### src/rtl/irq_ctrl.sv
// irq_ctrl: parametrised interrupt controller.
// Latches per-source requests (level or rising-edge), masks them, tracks
// in-service sources, and drives a single fixed-priority interrupt to the CPU.
// Software uses a four-register window: PENDING, MASK, CLAIM, COMPLETE.
// Optional build macro: IRQ_SYNC_EN adds a two-flop synchroniser on src_req
// for sources that are asynchronous to clk (one extra cycle of latency).

module irq_ctrl #(
    parameter int                NR_SRC    = 4,
    parameter logic [NR_SRC-1:0] EDGE_MASK = '0
) (
    input  logic              clk,
    input  logic              rst,
    input  logic [NR_SRC-1:0] src_req,
    output logic [NR_SRC-1:0] src_ack,
    input  logic [1:0]        reg_addr,
    input  logic [31:0]       reg_wdata,
    input  logic              reg_we,
    input  logic              reg_re,
    output logic [31:0]       reg_rdata,
    output logic              cpu_int
);

    // Register window map.
    typedef enum logic [1:0] {
        ADDR_PENDING  = 2'd0,
        ADDR_MASK     = 2'd1,
        ADDR_CLAIM    = 2'd2,
        ADDR_COMPLETE = 2'd3
    } reg_addr_e;

    localparam logic [31:0] NO_CLAIM = 32'hFFFF_FFFF;

    // ------------------------------------------------------------------
    // Input stage
    // ------------------------------------------------------------------
    logic [NR_SRC-1:0] s_req;
    logic [NR_SRC-1:0] s_prev;

`ifdef IRQ_SYNC_EN
    logic [NR_SRC-1:0] sync_q;

    // Two-flop synchroniser: sync_q is the metastability stage, s_req the second flop.
    always_ff @(posedge clk) begin
        // NOTE: sequential state uses non-blocking assignments so every flop
        // samples the pre-edge value of its inputs, independent of statement order.
        if (rst) begin
            sync_q <= '0;
            s_req  <= '0;
        end else begin
            sync_q <= src_req;
            s_req  <= sync_q;
        end
    end
`else
    // Single registration stage; all sources are assumed synchronous to clk.
    always_ff @(posedge clk) begin
        // NOTE: sequential state uses non-blocking assignments so every flop
        // samples the pre-edge value of its inputs, independent of statement order.
        if (rst) begin
            s_req <= '0;
        end else begin
            s_req <= src_req;
        end
    end
`endif

    // Delayed copy of s_req used for rising-edge detection.
    always_ff @(posedge clk) begin
        if (rst) begin
            s_prev <= '0;
        end else begin
            s_prev <= s_req;
        end
    end

    // ------------------------------------------------------------------
    // Core state
    // ------------------------------------------------------------------
    logic [NR_SRC-1:0] pend;
    logic [NR_SRC-1:0] mask;
    logic [NR_SRC-1:0] insvc;

    logic [NR_SRC-1:0] pend_nxt;
    logic [NR_SRC-1:0] mask_nxt;
    logic [NR_SRC-1:0] insvc_nxt;
    logic [31:0]       rdata_nxt;

    logic [NR_SRC-1:0] elig;
    logic [NR_SRC-1:0] edge_set;
    logic [NR_SRC-1:0] claim_oh;
    logic [4:0]        claim_idx;
    logic              claim_any;

    // ------------------------------------------------------------------
    // Register access decode; a read in the same cycle suppresses the write.
    // ------------------------------------------------------------------
    reg_addr_e addr;
    logic      wr_en;
    logic      wr_pending;
    logic      wr_mask;
    logic      wr_complete;
    logic      rd_claim;
    logic      claim_valid;

    assign addr        = reg_addr_e'(reg_addr);
    assign wr_en       = reg_we & ~reg_re;
    assign wr_pending  = wr_en && (addr == ADDR_PENDING);
    assign wr_mask     = wr_en && (addr == ADDR_MASK);
    assign wr_complete = wr_en && (addr == ADDR_COMPLETE);
    assign rd_claim    = reg_re && (addr == ADDR_CLAIM);
    assign claim_valid = rd_claim && claim_any;

    // Upper write-data bits have no function in this block.
    logic unused_wdata;
    assign unused_wdata = &{1'b0, reg_wdata};

    assign elig     = pend & mask & ~insvc;
    assign edge_set = EDGE_MASK & s_req & ~s_prev;

    // Fixed-priority encoder: lowest eligible index wins.
    always_comb begin
        // NOTE: every variable assigned here gets a default first, so no path
        // leaves it unassigned and no latch is inferred.
        claim_idx = '0;
        claim_oh  = '0;
        claim_any = |elig;
        for (int i = NR_SRC - 1; i >= 0; i--) begin
            if (elig[i]) begin
                claim_idx   = 5'(i);
                claim_oh    = '0;
                claim_oh[i] = 1'b1;
            end
        end
    end

    // Pending next state: clears first, then edge sets on top so a new edge wins;
    // level sources simply follow the synchronised request.
    always_comb begin
        pend_nxt = pend;
        if (wr_pending) begin
            pend_nxt = pend_nxt & ~(reg_wdata[NR_SRC-1:0] & EDGE_MASK);
        end
        if (claim_valid) begin
            pend_nxt = pend_nxt & ~(claim_oh & EDGE_MASK);
        end
        pend_nxt = ((pend_nxt | edge_set) & EDGE_MASK) | (s_req & ~EDGE_MASK);
    end

    // Mask next state: plain software write.
    always_comb begin
        mask_nxt = mask;
        if (wr_mask) begin
            mask_nxt = reg_wdata[NR_SRC-1:0];
        end
    end

    // In-service next state: set on claim, cleared by COMPLETE of a valid index.
    always_comb begin
        insvc_nxt = insvc;
        if (claim_valid) begin
            insvc_nxt = insvc_nxt | claim_oh;
        end
        if (wr_complete) begin
            for (int i = 0; i < NR_SRC; i++) begin
                if (reg_wdata[4:0] == 5'(i)) begin
                    insvc_nxt[i] = 1'b0;
                end
            end
        end
    end

    // Read data mux; the output register only loads on a read strobe.
    always_comb begin
        rdata_nxt = reg_rdata;
        if (reg_re) begin
            rdata_nxt = '0;
            case (addr)
                ADDR_PENDING:  rdata_nxt[NR_SRC-1:0] = pend;
                ADDR_MASK:     rdata_nxt[NR_SRC-1:0] = mask;
                ADDR_CLAIM:    rdata_nxt = claim_any ? {27'd0, claim_idx} : NO_CLAIM;
                ADDR_COMPLETE: rdata_nxt = '0;
                default:       rdata_nxt = '0;
            endcase
        end
    end

    // State, acknowledge pulse, read data and CPU interrupt registers.
    always_ff @(posedge clk) begin
        if (rst) begin
            pend      <= '0;
            mask      <= '0;
            insvc     <= '0;
            src_ack   <= '0;
            reg_rdata <= '0;
            cpu_int   <= 1'b0;
        end else begin
            pend      <= pend_nxt;
            mask      <= mask_nxt;
            insvc     <= insvc_nxt;
            src_ack   <= claim_valid ? claim_oh : '0;
            reg_rdata <= rdata_nxt;
            cpu_int   <= |elig;
        end
    end

endmodule

### config.mk
export PLATFORM = sky130hd
export DESIGN_NAME = irq_ctrl
export DESIGN_NICKNAME = d
export VERILOG_FILES = /design/src/rtl/irq_ctrl.sv
export SDC_FILE = /design/constraint.sdc
export NUM_CORES = 1
export LEC_CHECK = 0
export CELL_PAD_IN_SITES_DETAIL_PLACEMENT = 0
export CELL_PAD_IN_SITES_GLOBAL_PLACEMENT = 1
export CORE_ASPECT_RATIO = 1.5
export CORE_MARGIN = 1
export CORE_UTILIZATION = 23
export DETAILED_ROUTE_END_ITERATION = 16
export GPL_TIMING_DRIVEN = 0
export PLACE_DENSITY = 0.84
export REMOVE_ABC_BUFFERS = 1
export SYNTH_ARGS = -nofsm -noshare
export SYNTH_HDL_FRONTEND = slang
export SYNTH_SLANG_ARGS = --single-unit
### constraint.sdc
create_clock -name clk -period 1.4 [get_ports clk]
set_input_delay 0.28 -clock clk [delete_from_list [all_inputs] [get_ports clk]]
set_output_delay 0.28 -clock clk [all_outputs]
set_load 0.01 [all_outputs]
# Word level (Yosys, flattened, before mapping)
# Index checks and enable logic that the tools add are counted.
classes:
  add_sub_neg: 0
  multipliers: 0
  div: 0
  magnitude_cmp: 0
  eq_ne: 6
  shift: 0
  muxes: 17
  bitwise: 7
  reduce_logical: 8
op_table:
  columns: ["op", "n"]
  rows:
  - ["32-bit 2-to-1 mux", 1]
  - ["28-bit 2-to-1 mux", 1]
  - ["4-bit 2-to-1 mux", 6]
  - ["4-bit one-hot mux with 4 select lines", 1]
  - ["5-bit by 2-bit == test with 1-bit output (second input constant)", 2]
  - ["4-bit bitwise AND", 2]
  - ["2-bit 2-to-1 mux", 4]
  - ["5-bit by 1-bit == test with 1-bit output (second input constant)", 1]
  - ["5-bit zero test", 1]
  - ["2-bit == test (second input constant)", 2]
  - ["1-bit logical AND", 4]
  - ["1-bit 2-to-1 mux", 4]
  - ["4-bit inverter", 1]
  - ["4-bit OR", 1]
  - ["4-bit OR reduction", 1]
  - ["2-bit by 1-bit == test with 1-bit output (second input constant)", 1]
  - ["2-bit zero test", 1]
  - ["1-bit inverter", 2]
  - ["2-bit OR reduction", 1]
  - ["1-bit bitwise AND", 1]
totals:
  regBits: 53
  latchBits: 0
  mem_bits_rw: 0
  rom_bits: 0
  inputBits: 42
  output_inout_bits: 37
  elab_cells: 45
  memories: 0

# Longest topological paths before layout
depth:
  depth_word: 10
  ltp_mapped: 5
  depth_no_buf: 4

# Least setup slack after synthesis
# No wires, ideal clock.
synth_timing:
  kind: "input to register"
  from: "input port reg_addr[0]"
  to: "register insvc[1]"
  setup_time_ps: 132
  arrival_ps: 1192
  required_time_ps: 1268
  slack_ps: 77
  stages: 5
  n_path_buf: 1
  cell_sequence: "buf_6 nand3b_4 or4_4 nor3b_2 nor3_1"
synth_between:
  elab_chain_cells: 6
  elab_cells_between_ends: 8
  cone_classes: "2 x eq/ne; 3 x mux; 3 x reduce/logical"
synth_rtl:
  columns: ["element", "line", "source"]
  rows:
  - ["start, declared", "16", "input logic [1:0] reg_addr,"]
  - ["2-bit == test", "111", "assign rd_claim = reg_re && (addr == ADDR_CLAIM);"]
  - ["1-bit logical AND", "111", null]
  - ["1-bit logical AND", "112", "assign claim_valid = rd_claim && claim_any;"]
  - ["4-bit 2-to-1 mux", "161", "if (claim_valid) begin"]
  - ["1-bit 2-to-1 mux", "166", "if (reg_wdata[4:0] == 5'(i)) begin"]
  - ["4-bit 2-to-1 mux (*)", "164", "if (wr_complete) begin"]
  - ["end signal, assigned", "200", "insvc <= insvc_nxt;"]
  - ["end, declared", "82", "logic [NR_SRC-1:0] insvc;"]
# Every way passes the cells marked *; elsewhere a longest branch is shown, timed or not.
# A chain may end at the register's enable or synchronous reset.

# Final worst setup path
layout_timing:
  from: "input port reg_wdata[3]"
  to: "register insvc[1]"
layout_between:
  elab_chain_cells: 3
layout_rtl:
  columns: ["element", "line", "source"]
  rows:
  - ["start, declared", "17", "input logic [31:0] reg_wdata,"]
  - ["5-bit by 1-bit == test with 1-bit output", "166", null]
  - ["1-bit 2-to-1 mux", "166", null]
  - ["4-bit 2-to-1 mux", "164", null]
# Every way passes these cells.

==> impl_metrics.toml <==
[critical_path]
critical-path-slowest-cell = "or4_4"
crit_chain = "clkdlybuf4s50_1, or4_4, nor3b_2, nor3_1"
crit_path_end = "insvc[1]"
path_max_fanout = 4
slowest_delay_ns = 0.52
start_kind = "input port"
reg2reg_slack_ns = 0.10
worstSetupStartpoint = "reg_wdata[3]"
r2r_cells = 4
timing.rr.end = "insvc[2]"
r2r_start = "mask[0]"
critPathRequiredTime_ns = 1.51
worstPathArrival_ns = 1.44
path_class = "in -> reg"
critical_path.endpoint_type = "flip-flop"

[synthesis]
yosysSeqAreaShare = 0.412
synth-simple-area-share = 0.260
synth_fa_ha_area_frac = 0
synthMuxAreaShare = 0.0317
ys_seq_elements = 26
synth_xor_area_frac = 0
netlist_instances = 138
syn_area_per_cell_sq_um = 9.16
synth-compound-area-share = 0.100
synth_top_family_by_area = "simple AND/OR/NAND/NOR gates"
synth_edf_count = 0
yosys_most_used_dff = "dfxtp_1"
ys_types = 30
syn_area_sq_mm = 0.00126
async_reset_ff_frac = 0
ys_warn_count = 0

[cells_and_area]
utilization = 0.325
area_growth_syn_to_layout_pct = 33.8
final_nets = 209
layout-drive-gt1-share = 0.139
diodes = 0
fillers = 584
layout.cells.non_filler = 234
multi_input_area_sq_um = 503
seq_area_sq_um = 526

[timing]
grt_setup_unrepaired = "yes"
worst_slew_pin_slew_ns = 0.949
fin_crit_ns = 1.33
timing.hold.ws_ns = 0.374
max_slew_margin = 0.367
setup_violations = 0
setup_tns_ns = 0
finalHoldViolCount = 0
slew_violations = 0
max_freq_mhz = 751
finalCritPeriodShare = 0.951
fin_skew_ns = 0.00535

[power]
seq_power_share = 0.539
switching_share = 0.224
p_leak_nw = 0.862
clkPwrFrac = 0.327
p_int_mw = 1.11
powerDensity_mw_per_mm2 = 844
p_comb_frac = 0.134
power_switching_mw = 0.320
ir_drop_uv = 299

[clock_network]
numCtsBuffers = 3
htreeDepth = 1
clk-insertion-delay-late_ns = 0.26
hold_buffers = 0
cts.sinks = 26
cts.path.max_buffers = 2
cts_root_buf = "clkbuf_8"
cts_tree = "built"
clk_pin_slew_ns = 0.09

[die]
die_w_um = 62.5
rows = 32
fp.coreArea_sq_mm = 0.00520
initial_utilization = 0.243
num_io_pins = 79
fp.dieH_um = 92.8
dieArea_sq_mm = 0.00580

[drt]
vias = 996
via_per_inst = 4.26
drt_pass1_iterations = 3
antenna_left = 0
drc = 0
wirelength_um = 2410
wire_per_inst_um = 10.3
drtIter0Drc = 21

[placed_design]
gp_congestion = 0.760
dp.cells = 224
portBuffers = 51
hpwl_um = 1740

[global_route]
grt_overflow = 0
antenna_found_initial = 0
grt_use_total = 0.0890
grt_max_degree = 27
grt_pass1_wl_um = 4220
grt_pass1_vias = 936

[hold_path]
hp-class = "in -> reg"
hold_start = "reg_re"

[run]
max_cap_violations = 0

[outcome]
status = "finished clean"
==> repair_timing <==
item | CTS | global route
pin swaps | 3 | 5
setup buffers | 3 | 3
resized for setup | 51 | 10
endpoints found under the setup margin | 47 | 11
==> stage by stage <==
step / instance area [sq um] / setup slack, ns / power (mW)
3_5_place_dp: 1620 / -0.778 / 1.01
6_report: 1690 / 0.0689 / 1.43
3_3_place_gp: 1620 / -0.779 / 1.01
5_1_grt: 1690 / -0.0339 / 1.50
2_1_floorplan: 1020 / -1.05 / 0.860
4_1_cts: 1660 / 0.00251 / 1.45
==> how the worst min path moves through the flow <==
stage | endpoint | slack [ns] | depth (start not counted)
after global routing | reg_rdata[30] | 0.39 | 3
after global placement | pend[2] | 0.42 | 1
final | reg_rdata[30] | 0.37 | 3
after detailed placement | pend[0] | 0.42 | 1
after CTS | reg_rdata[30] | 0.37 | 3
after floorplan | mask[0] | 0.35 | 1
==> area by class of cell <==
class,instances,share of cell area
tap,68,0.0503
clock buffer,4,0.0326
sequential,26,0.311
timing repair buffer,57,0.304
inverter,2,0.00444
multi-input combinational,77,0.298
==> cell usage after synthesis (2+ instances only) <==
cell type | n | area, sq um
nand2b_1 | 3 | 18.8
nand2_1 | 6 | 22.5
a21oi_1 | 7 | 35.0
inv_1 | 2 | 7.51
nor2_1 | 12 | 45.0
dfxtp_1 | 26 | 521
nand3_1 | 3 | 15.0
and3b_1 | 4 | 35.0
nor3_1 | 6 | 30.0
buf_4 | 27 | 203
o21ai_0 | 8 | 40.0
nor2b_1 | 8 | 50.1
mux2i_1 | 4 | 40.0
buf_6 | 2 | 22.5
a31oi_1 | 2 | 12.5
clkbuf_1 | 4 | 15.0
==> critical path: cells and delay by family <==
kind	cells	cell delay, ns
buf+inv	1	0.41
simple gates	3	0.76
==> kinds of logic (layout without fill, tap and decap cells) <==
logic type             after synthesis  in the layout
AOI/OAI and AO/OA                   22             22
buffers and inverters               35             63
DFF                                 26             26
muxes                                4              4
and+or+nand+nor                     51             51
==> per-layer routing <==
metal / vias to the layer above / track usage / wire length (um) / part of all wire
met3: 5 / 0.0246 / 183 / 0.076
met2: 48 / 0.152 / 1190 / 0.49
li1: 501 / - / - / -
met4: 0 / 0.0349 / 31 / 0.013
met1: 442 / 0.104 / 1000 / 0.42
met5: - / 0 / 0 / 0
==> power by group through the flow <==
stage	Sequential, mW	Clock, mW	Combinational, mW
after floorplan	0.813	0	0.0472
after global placement	0.794	0	0.214
after global routing	0.772	0.520	0.210
after CTS	0.770	0.484	0.194
after detailed placement	0.795	0	0.214
final	0.770	0.467	0.191
==> flip-flops by register name, summed over array words and instances (netlist names) <==
| signal | count |
|---|---|
| insvc | 4 |
| reg_rdata | 5 |
| pend_nxt | 4 |
| pend | 4 |
| cpu_int | 1 |
| mask | 4 |
| src_ack | 4 |
==> layout by cell type (no fill, tap or decap), types with 2 or more instances in the layout <==
master / Yosys / layout
inv_1: 2 / 2
and3b_2: 0 / 2
and3b_1: 4 / 2
o21ai_0: 8 / 8
dfxtp_1: 26 / 24
nor2b_1: 8 / 8
a21oi_1: 7 / 7
nand2b_1: 3 / 3
a31oi_1: 2 / 2
clkbuf_8: 0 / 4
nand3_1: 3 / 3
mux2i_1: 4 / 4
clkdlybuf4s50_1: 0 / 7
nand2_1: 6 / 6
nor3_1: 6 / 5
nor2_1: 12 / 12
buf_2: 0 / 2
dlymetal6s2s_1: 0 / 4
dlygate4sd2_1: 0 / 37
buf_4: 27 / 5
Power figures use the tool's default switching activity.
